### src/rtl/fp_alu_pkg.sv
// Shared types and widths for the floating-point ALU datapath.
package fp_alu_pkg;

  localparam int unsigned NIBBLE_W = 4;
  localparam int unsigned MANT_W   = 24;

  typedef enum logic [1:0] {
    IDLE = 2'd0,
    RUN  = 2'd1,
    DONE = 2'd2
  } state_t;

endpackage

### src/rtl/cla.sv
// 4-bit carry-lookahead adder slice.
module cla (
  input  logic [3:0] A,
  input  logic [3:0] B,
  input  logic       CIN,
  output logic [3:0] S,
  output logic       COUT
);

  logic [3:0] g;
  logic [3:0] p;
  logic [4:0] c;

  // Generate/propagate terms and flattened lookahead carries.
  always_comb begin
    g    = A & B;
    p    = A ^ B;
    c[0] = CIN;
    c[1] = g[0] | (p[0] & CIN);
    c[2] = g[1] | (p[1] & g[0]) | (p[1] & p[0] & CIN);
    c[3] = g[2] | (p[2] & g[1]) | (p[2] & p[1] & g[0]) | (p[2] & p[1] & p[0] & CIN);
    c[4] = g[3] | (p[3] & g[2]) | (p[3] & p[2] & g[1]) | (p[3] & p[2] & p[1] & g[0])
         | (p[3] & p[2] & p[1] & p[0] & CIN);
    S    = p ^ c[3:0];
    COUT = c[4];
  end

endmodule

### src/rtl/seq_mant_adder.sv
// Nibble-serial mantissa adder/subtractor: one 4-bit CLA slice reused N times.
module seq_mant_adder
  import fp_alu_pkg::*;
#(
  parameter int unsigned WIDTH = MANT_W
) (
  input  logic             clk,
  input  logic             rst,
  input  logic             in_valid,
  output logic             in_ready,
  input  logic [WIDTH-1:0] a,
  input  logic [WIDTH-1:0] b,
  input  logic             sub,
  output logic             out_valid,
  input  logic             out_ready,
  output logic [WIDTH-1:0] sum,
  output logic             cout,
  output logic             zero
);

  localparam int unsigned N     = WIDTH / NIBBLE_W;
  localparam int unsigned IDX_W = (N > 1) ? $clog2(N) : 1;
  localparam logic [IDX_W-1:0] LAST_IDX = IDX_W'(N - 1);

  state_t             state_q, state_d;
  logic [WIDTH-1:0]   a_q, a_d;
  logic [WIDTH-1:0]   b_q, b_d;
  logic               carry_q, carry_d;
  logic [IDX_W-1:0]   idx_q, idx_d;
  logic [WIDTH-1:0]   sum_q, sum_d;
  logic               cout_q, cout_d;
  logic               zero_q, zero_d;
  logic               in_ready_q, in_ready_d;
  logic               out_valid_q, out_valid_d;

  logic [NIBBLE_W-1:0] a_nib;
  logic [NIBBLE_W-1:0] b_nib;
  logic [NIBBLE_W-1:0] cla_s;
  logic                cla_cout;

  // Select the operand nibbles addressed by the current index.
  always_comb begin
    a_nib = '0;
    b_nib = '0;
    for (int i = 0; i < int'(N); i++) begin
      if (idx_q == IDX_W'(i)) begin
        a_nib = a_q[i*NIBBLE_W +: NIBBLE_W];
        b_nib = b_q[i*NIBBLE_W +: NIBBLE_W];
      end
    end
  end

  cla u_cla (
    .A    (a_nib),
    .B    (b_nib),
    .CIN  (carry_q),
    .S    (cla_s),
    .COUT (cla_cout)
  );

  // Next-state and datapath updates for the IDLE/RUN/DONE sequencer.
  always_comb begin
    state_d = state_q;
    a_d     = a_q;
    b_d     = b_q;
    carry_d = carry_q;
    idx_d   = idx_q;
    sum_d   = sum_q;
    cout_d  = cout_q;
    zero_d  = zero_q;

    case (state_q)
      IDLE: begin
        if (in_valid && in_ready_q) begin
          a_d     = a;
          b_d     = b ^ {WIDTH{sub}};
          carry_d = sub;
          idx_d   = '0;
          state_d = RUN;
        end
      end
      RUN: begin
        for (int i = 0; i < int'(N); i++) begin
          if (idx_q == IDX_W'(i)) begin
            sum_d[i*NIBBLE_W +: NIBBLE_W] = cla_s;
          end
        end
        carry_d = cla_cout;
        idx_d   = idx_q + IDX_W'(1);
        if (idx_q == LAST_IDX) begin
          cout_d  = cla_cout;
          zero_d  = (sum_d == '0);
          idx_d   = '0;
          state_d = DONE;
        end
      end
      DONE: begin
        if (out_ready) begin
          state_d = IDLE;
        end
      end
      default: state_d = IDLE;
    endcase

    in_ready_d  = (state_d == IDLE);
    out_valid_d = (state_d == DONE);
  end

  // State and output registers with synchronous reset.
  always_ff @(posedge clk) begin
    if (rst) begin
      state_q     <= IDLE;
      a_q         <= '0;
      b_q         <= '0;
      carry_q     <= 1'b0;
      idx_q       <= '0;
      sum_q       <= '0;
      cout_q      <= 1'b0;
      zero_q      <= 1'b0;
      in_ready_q  <= 1'b0;
      out_valid_q <= 1'b0;
    end else begin
      state_q     <= state_d;
      a_q         <= a_d;
      b_q         <= b_d;
      carry_q     <= carry_d;
      idx_q       <= idx_d;
      sum_q       <= sum_d;
      cout_q      <= cout_d;
      zero_q      <= zero_d;
      in_ready_q  <= in_ready_d;
      out_valid_q <= out_valid_d;
    end
  end

  assign in_ready  = in_ready_q;
  assign out_valid = out_valid_q;
  assign sum       = sum_q;
  assign cout      = cout_q;
  assign zero      = zero_q;

endmodule
### config.mk
export PLATFORM = sky130hd
export DESIGN_NAME = seq_mant_adder
export DESIGN_NICKNAME = d
export VERILOG_FILES = /design/src/rtl/fp_alu_pkg.sv /design/src/rtl/cla.sv /design/src/rtl/seq_mant_adder.sv
export SDC_FILE = /design/constraint.sdc
export NUM_CORES = 1
export LEC_CHECK = 0
export ABC_CLOCK_PERIOD_IN_PS = 3600
export CORE_ASPECT_RATIO = 2
export CORE_MARGIN = 4
export CORE_UTILIZATION = 46
export CTS_BUF_LIST = sky130_fd_sc_hd__clkbuf_16
export DETAILED_ROUTE_END_ITERATION = 8
export PLACE_DENSITY = 0.85
export RECOVER_POWER = 25
export SLEW_MARGIN = 20
export SYNTH_ARGS = -nofsm -noshare
export SYNTH_HDL_FRONTEND = slang
export SYNTH_SLANG_ARGS = --single-unit
### constraint.sdc
create_clock -name clk -period 3.6 [get_ports clk]
set_input_delay 0.36 -clock clk [delete_from_list [all_inputs] [get_ports clk]]
set_output_delay 0.36 -clock clk [all_outputs]
set_load 0.02 [all_outputs]
==> results of run 1 <==
==> routing by layer <==
| metal | vias to the layer above | share of wire | GRT usage |
|---|---|---|---|
| met1 | 1624 | 0.34 | 0.2028 |
| met3 | 37 | 0.045 | 0.01899 |
| met2 | 124 | 0.56 | 0.3843 |
| met4 | 0 | 0.055 | 0.1602 |
| met5 | - | 0 | 0 |
| li1 | 1784 | - | - |
==> cell usage in the layout, fill, tap and decap left out, drive strengths merged, types with 6 or more instances in the layout <==
cell type,n
a211oi,27
a21oi,51
a2bb2oi,8
buf,14
clkbuf,9
clkdlybuf4s50,62
dfxtp,82
dlygate4sd3,17
mux2i,15
nand2,70
nand3b,6
nor2,56
o21ai,30
o31ai,7
xnor2,25
==> cell families (layout without fill, tap and decap cells) <==
| family | count (synthesis) | in the layout | synth area share |
|---|---|---|---|
| simple gates | 166 | 166 | 0.1924 |
| compound gates | 136 | 136 | 0.2163 |
| flops | 82 | 82 | 0.4235 |
| buf+inv | 42 | 111 | 0.04325 |
| xor+xnor | 26 | 26 | 0.05875 |
| mux | 17 | 17 | 0.04454 |
| fa+ha+maj | 6 | 6 | 0.02130 |
==> report_power, final <==
group	internal [W]	switching [W]
logic	0.000150	0.000169
registers	0.000950	0.0000270
clock network	0.000523	0.000334
total	0.00162	0.000530
==> stage by stage <==
step	power [W]	cells	instance area [µm²]
global route	0.002244	642	5024
global placement	0.001309	626	4746
detailed placement	0.001317	626	4746
finish	0.002153	642	5024
CTS	0.002174	642	5025
floorplan	0.001192	475	3876
==> worst max-delay path, stage by stage (launching register included) <==
cell	delay, ns
dfxtp_1	0.40
and2_1	0.19
ha_1	0.19
or2_2	0.33
o21ai_0	0.16
o21ai_0	0.09
o21ai_0	0.31
fa_1	0.63
nand2b_1	0.21
mux2_2	0.26
o22ai_1	0.13
o21ai_0	0.13
o31ai_2	0.25
==> state kept, by name, indices dropped and copies added (netlist names) <==
| name | count |
|---|---|
| idx_q | 3 |
| cout | 1 |
| out_valid | 1 |
| carry_q | 1 |
| zero | 1 |
| a_q | 24 |
| in_ready | 1 |
| sum | 24 |
| state_q | 2 |
| b_q | 24 |
==> final timing paths <==
kind | from | end | cells after the start
worst min register to register | a_q[17]$_SDFFE_PP0P_ | a_q[17]$_SDFFE_PP0P_ | 2
worst max register to register | idx_q[0]$_SDFFE_PP0P_ | zero$_SDFFE_PP0P_ | 12
worst min-delay path | a_q[17]$_SDFFE_PP0P_ | a_q[17]$_SDFFE_PP0P_ | 2
worst max-delay path | idx_q[0]$_SDFFE_PP0P_ | zero$_SDFFE_PP0P_ | 12
==> final cells by class <==
type | count | area [µm²]
clock buffers | 9 | 225.2
clock inverters | 7 | 53.80
fillers | 728 | 3209
inverters | 2 | 7.507
multi-input cells | 351 | 2067
flip-flops and latches | 82 | 1642
well taps | 98 | 122.6
repair buffers | 93 | 905.9
==> key figures, run 1 <==
STA
  • Unrepaired setup endpoints after global routing: false
  • Highest achievable clock rate: 0.2956 GHz
  • Final critical-path required period: 3.383 ns
  • Final worst clock skew: 0.006819 ns
  • Slew Limit Fails: 0
  • Endpoints failing setup: 0
  • Worst-case setup margin in the final layout: 0.2165 ns
  • Total Negative Setup Slacks: 0 ns
  • Tcrit/Tclk final: 0.9399
  • Actual slew at the worst max-slew pin: 1.015 ns
  • Final Hold Violating Endpoints: 0
  • Worst hold slack: 0.4567 ns
  • Remaining max-slew budget at the tightest pin: 0.3212

Outcome
  • Run status: completed

Floorplan
  • Placeable Area: 8233 µm²
  • Width of the die: 72.91 µm
  • Full die area: 10,050 µm²
  • Number of top-level design ports: 81
  • Std-Cell Rows: 47
  • DIE HEIGHT: 137.8 µm
  • Initial standard-cell utilization of the core: 0.4708

Route
  • Number of DRC markers after the initial detailed-route iteration: 242
  • Total via count in the routed design: 3,569
  • DRC violation count after routing: 0
  • DR pass1 iterations: 4
  • Post-detailed-route count of antenna-violating nets: 0
  • Routed wire length: 9989 µm
  • Via/cell ratio: 5.559
  • Routed length per placed instance: 15.56 µm

Synth
  • Post-synthesis sequential area ratio: 0.4235
  • Summed instance area of the synthesized netlist: 3876 µm²
  • Commonest register cell after synthesis: dfxtp_1
  • Library cell with the highest instance count after synthesis: dfxtp_1
  • Biggest area consumer among synthesized cells: dfxtp_1
  • Gate count of the mapped netlist: 475
  • Async set-or-reset flop fraction in the synthesized netlist: 0
  • Commonest cells in the synthesized netlist: dfxtp_1 (82), nand2_1 (70), nor2_1 (56)
  • Register bit total from synthesis: 82
  • Number of enable flip-flop cells after synthesis: 0
  • Yosys warning count: 0
  • Post-synthesis average cell area: 8.160 µm²
  • Count of unique library cells instantiated by Yosys: 49
  • Post-synth top area share: 0.4235
  • Leading cell types by total area after synthesis: dfxtp_1 (42%), nand2_1 (6.8%), a21oi_1 (6.6%), xnor2_1 (5.6%), nor2_1 (5.4%)
  • Nets in the synthesized netlist: 534

GRT
  • Global route total overflow: 0
  • First-pass GRT wire length: 15,880 µm
  • Antenna violations before repair: 0
  • Via count of the first global-routing pass: 3,514
  • Overall routing resource usage: 0.2075
  • Pin count of the biggest net entering global routing: 89

Pwr
  • Power per standard cell area: 428.7 nW/µm²
  • Maximum vdd ir drop: 311.8 µV
  • Static power due to leakage: 1.844 nW

Min path
  • Type of the tightest min-delay check: reg2reg

CTS
  • Worst-path clk slew: 0.05 ns
  • CTS Root Cell: clkbuf_16
  • Clock insertion delay at the later pin of the skew report: 0.34 ns
  • Clock tree sinks: 82
  • Count of cells resized by post-cts repair: 0
  • Count of hold buffers inserted by post-cts repair: 0
  • CTS Buffer Depth: 2
  • Num CTS Buffers: 9
  • Number of setup buffers added after CTS: 0
  • H-Tree Level Count: 3
  • Clock tree from TritonCTS: done

Worst setup path
  • Startpoint kind of the worst setup timing path: flop
  • Sort of element at the end of the critical path: flop
  • Critical path class: reg2reg
  • Critical path required time: 3.86 ns
  • Arrival time of data at the critical path endpoint: 3.64 ns
  • Register-to-register setup slack: 0.22 ns
  • Largest fanout on the critical path: 11

Place
  • Final HPWL from detailed placement: 7645 µm
  • Worst Setup Slack post-DPL: 0.2735 ns
  • Number of buffers inserted by port buffering: 80
  • Final estimated routing congestion in global placement: 0.9519

Final layout
  • Synth-to-Final Area Change: 29.60%
  • Final #Nets: 598
  • Fraction of final layout cells sized beyond drive strength 1: 0.06066
  • Antenna diode count: 0
  • Final core utilization: 0.6102

Job
  • Max-cap violation count: 0
No activity file was read; power rests on OpenSTA's default activity.
==> run 2, diff against run 1 <==
Settings changed: CORE_MARGIN 4 to 2, CORE_UTILIZATION 46 to 48, CTS_BUF_LIST sky130_fd_sc_hd__clkbuf_16 to sky130_fd_sc_hd__clkbuf_4 sky130_fd_sc_hd__clkbuf_8, PLACE_DENSITY 0.85 to 0.88.
==> run 2 against run 1 <==
Clock power is 11% lower. Worst setup slack better by 0.049 ns. Flip-flop and latch count stayed put. Clock-buffer cell count is 5 higher. Combinational power is 2% higher. Hold slack better by 0.0018 ns. Routed wire length is 1.9% lower. Largest cell class unchanged. First-iteration DRC count is 2.1% higher.
==> key figures, run 2 (synthesis results as in run 1) <==
Job
  • Max-cap violation count: 0 (unchanged)

CTS
  • Num CTS Buffers: 9 (unchanged)
  • Clock tree sinks: 82 (unchanged)
  • H-Tree Level Count: 3 (unchanged)
  • Clock tree from TritonCTS: done (unchanged)
  • Count of hold buffers inserted by post-cts repair: 0 (unchanged)
  • CTS Buffer Depth: 2 (unchanged)
  • Count of cells resized by post-cts repair: 0 (unchanged)
  • Worst-path clk slew: 0.07 ns (was 0.05 ns)
  • Clock insertion delay at the later pin of the skew report: 0.36 ns (was 0.34 ns)
  • CTS Root Cell: clkbuf_8 (was clkbuf_16)
  • Number of setup buffers added after CTS: 0 (unchanged)

GRT
  • Antenna violations before repair: 0 (unchanged)
  • First-pass GRT wire length: 15,650 µm (was 15,880 µm)
  • Pin count of the biggest net entering global routing: 51 (was 89)
  • Global route total overflow: 0 (unchanged)
  • Via count of the first global-routing pass: 3,469 (was 3,514)
  • Overall routing resource usage: 0.2351 (was 0.2075)

Worst setup path
  • Critical path class: reg2reg (unchanged)
  • Startpoint kind of the worst setup timing path: flop (unchanged)
  • Register-to-register setup slack: 0.27 ns (was 0.22 ns)
  • Critical path required time: 3.87 ns (was 3.86 ns)
  • Sort of element at the end of the critical path: flop (unchanged)
  • Arrival time of data at the critical path endpoint: 3.61 ns (was 3.64 ns)
  • Largest fanout on the critical path: 8 (was 11)

Place
  • Number of buffers inserted by port buffering: 80 (unchanged)
  • Post-placement cell count: 628 (was 626)
  • Final estimated routing congestion in global placement: 0.9209 (was 0.9519)
  • Final HPWL from detailed placement: 7516 µm (was 7645 µm)

Final layout
  • Final core utilization: 0.6325 (was 0.6102)
  • Fraction of final layout cells sized beyond drive strength 1: 0.07664 (was 0.06066)
  • Top library cells by usage in the layout, fill and taps aside: dfxtp_1 (82), nand2_1 (70), clkdlybuf4s50_1 (64) (was dfxtp_1 (82), nand2_1 (70), clkdlybuf4s50_1 (62))
  • Layout Cells excl Fill: 644 (was 642)
  • Final #Nets: 602 (was 598)
  • Antenna diode count: 0 (unchanged)
  • Final-layout fill cell count: 696 (was 728)
  • Most common cell after layout, fill and taps aside: dfxtp_1 (unchanged)
  • Synth-to-Final Area Change: 28.66% (was 29.60%)

STA
  • Final worst clock skew: 0.01679 ns (was 0.006819 ns)
  • Highest achievable clock rate: 0.2999 GHz (was 0.2956 GHz)
  • Worst hold slack: 0.4584 ns (was 0.4567 ns)
  • Actual slew at the worst max-slew pin: 1.073 ns (was 1.015 ns)
  • Remaining max-slew budget at the tightest pin: 0.2847 (was 0.3212)
  • Unrepaired setup endpoints after global routing: false (unchanged)
  • Endpoints failing setup: 0 (unchanged)
  • Total Negative Setup Slacks: 0 ns (unchanged)
  • Final Hold Violating Endpoints: 0 (unchanged)
  • Slew Limit Fails: 0 (unchanged)
  • Final critical-path required period: 3.335 ns (was 3.383 ns)
  • Tcrit/Tclk final: 0.9263 (was 0.9399)

Floorplan
  • Std-Cell Rows: 46 (was 47)
  • Placeable Area: 7885 µm² (was 8233 µm²)
  • Full die area: 8854 µm² (was 10,050 µm²)
  • Width of the die: 67.55 µm (was 72.91 µm)
  • Number of top-level design ports: 81 (unchanged)
  • DIE HEIGHT: 131.1 µm (was 137.8 µm)
  • Initial standard-cell utilization of the core: 0.4916 (was 0.4708)

Min path
  • Type of the tightest min-delay check: reg2reg (unchanged)

Route
  • Number of DRC markers after the initial detailed-route iteration: 247 (was 242)
  • Routed length per placed instance: 15.22 µm (was 15.56 µm)
  • DR pass1 iterations: 4 (unchanged)
  • Via/cell ratio: 5.491 (was 5.559)
  • Total via count in the routed design: 3,536 (was 3,569)
  • Post-detailed-route count of antenna-violating nets: 0 (unchanged)
  • Routed wire length: 9804 µm (was 9989 µm)
  • DRC violation count after routing: 0 (unchanged)

Outcome
  • Run status: completed (unchanged)

Pwr
  • Power per standard cell area: 412.7 nW/µm² (was 428.7 nW/µm²)
  • Static power due to leakage: 1.826 nW (was 1.844 nW)
  • Maximum vdd ir drop: 248.7 µV (was 311.8 µV)
[run 2: cell types whose count changed in the layout (fill, tap and decap cells not counted)]
cell	previous run	this run
clkinv_1	2	0
clkbuf_8	0	10
clkinv_2	1	0
clkdlybuf4s50_1	62	64
buf_12	1	0
inv_1	5	2
bufinv_16	1	2
dlygate4sd3_1	17	15
buf_4	12	17
clkbuf_4	0	4
clkbuf_16	9	0
[run 2: metrics by stage]
step	power (W)	setup WS, ns	area [µm²]
floorplan	0.001192	0.04591	3876
global placement	0.001314	0.3877	4761
detailed placement	0.001323	0.2762	4761
CTS	0.002066	0.2567	4989
global route	0.002132	0.04673	4987
finish	0.002058	0.2655	4987
[run 2: cell type report]
type	count	area [µm²]	share of cell area
clock buffers	14	167.7	0.03362
clock inverters	2	60.06	0.01204
inverters	2	7.507	0.001505
multi-input cells	351	2067	0.4145
flip-flops and latches	82	1642	0.3292
well taps	96	120.1	0.02408
repair buffers	97	923.4	0.1851
[run 2: power breakdown]
group          leakage (nW)  switching [W]  internal [W]  total, W
clock network         0.119       0.000317      0.000442  0.000759
registers             0.667      0.0000268      0.000949  0.000976
logic                  1.04       0.000169      0.000155  0.000324
total                  1.83       0.000513       0.00155   0.00206
[run 2: per-layer routing]
| layer | vias up | global-route usage | part of all wire |
|---|---|---|---|
| li1 | 1795 | - | - |
| met1 | 1605 | 0.2364 | 0.36 |
| met2 | 110 | 0.4475 | 0.57 |
| met3 | 26 | 0.04099 | 0.035 |
| met4 | 0 | 0.1080 | 0.033 |
| met5 | - | 0 | 0 |
[run 2: worst paths after layout]
kind / start / endpoint / depth (start not counted)
max: idx_q[0]$_SDFFE_PP0P_ / zero$_SDFFE_PP0P_ / 12
min reg2reg: sum[22]$_SDFFE_PP0P_ / sum[22]$_SDFFE_PP0P_ / 2
max reg2reg: idx_q[0]$_SDFFE_PP0P_ / zero$_SDFFE_PP0P_ / 12
min: sum[22]$_SDFFE_PP0P_ / sum[22]$_SDFFE_PP0P_ / 2
[run 2: worst max-delay path, stage by stage, from the launching register on]
cell	delay, ns
dfxtp_1	0.38
and2_1	0.17
ha_1	0.18
or2_2	0.33
o21ai_0	0.16
o21ai_0	0.11
o21ai_0	0.34
fa_1	0.58
buf_4	0.21
or3_1	0.34
a32oi_1	0.18
o21ai_1	0.10
o31ai_2	0.17
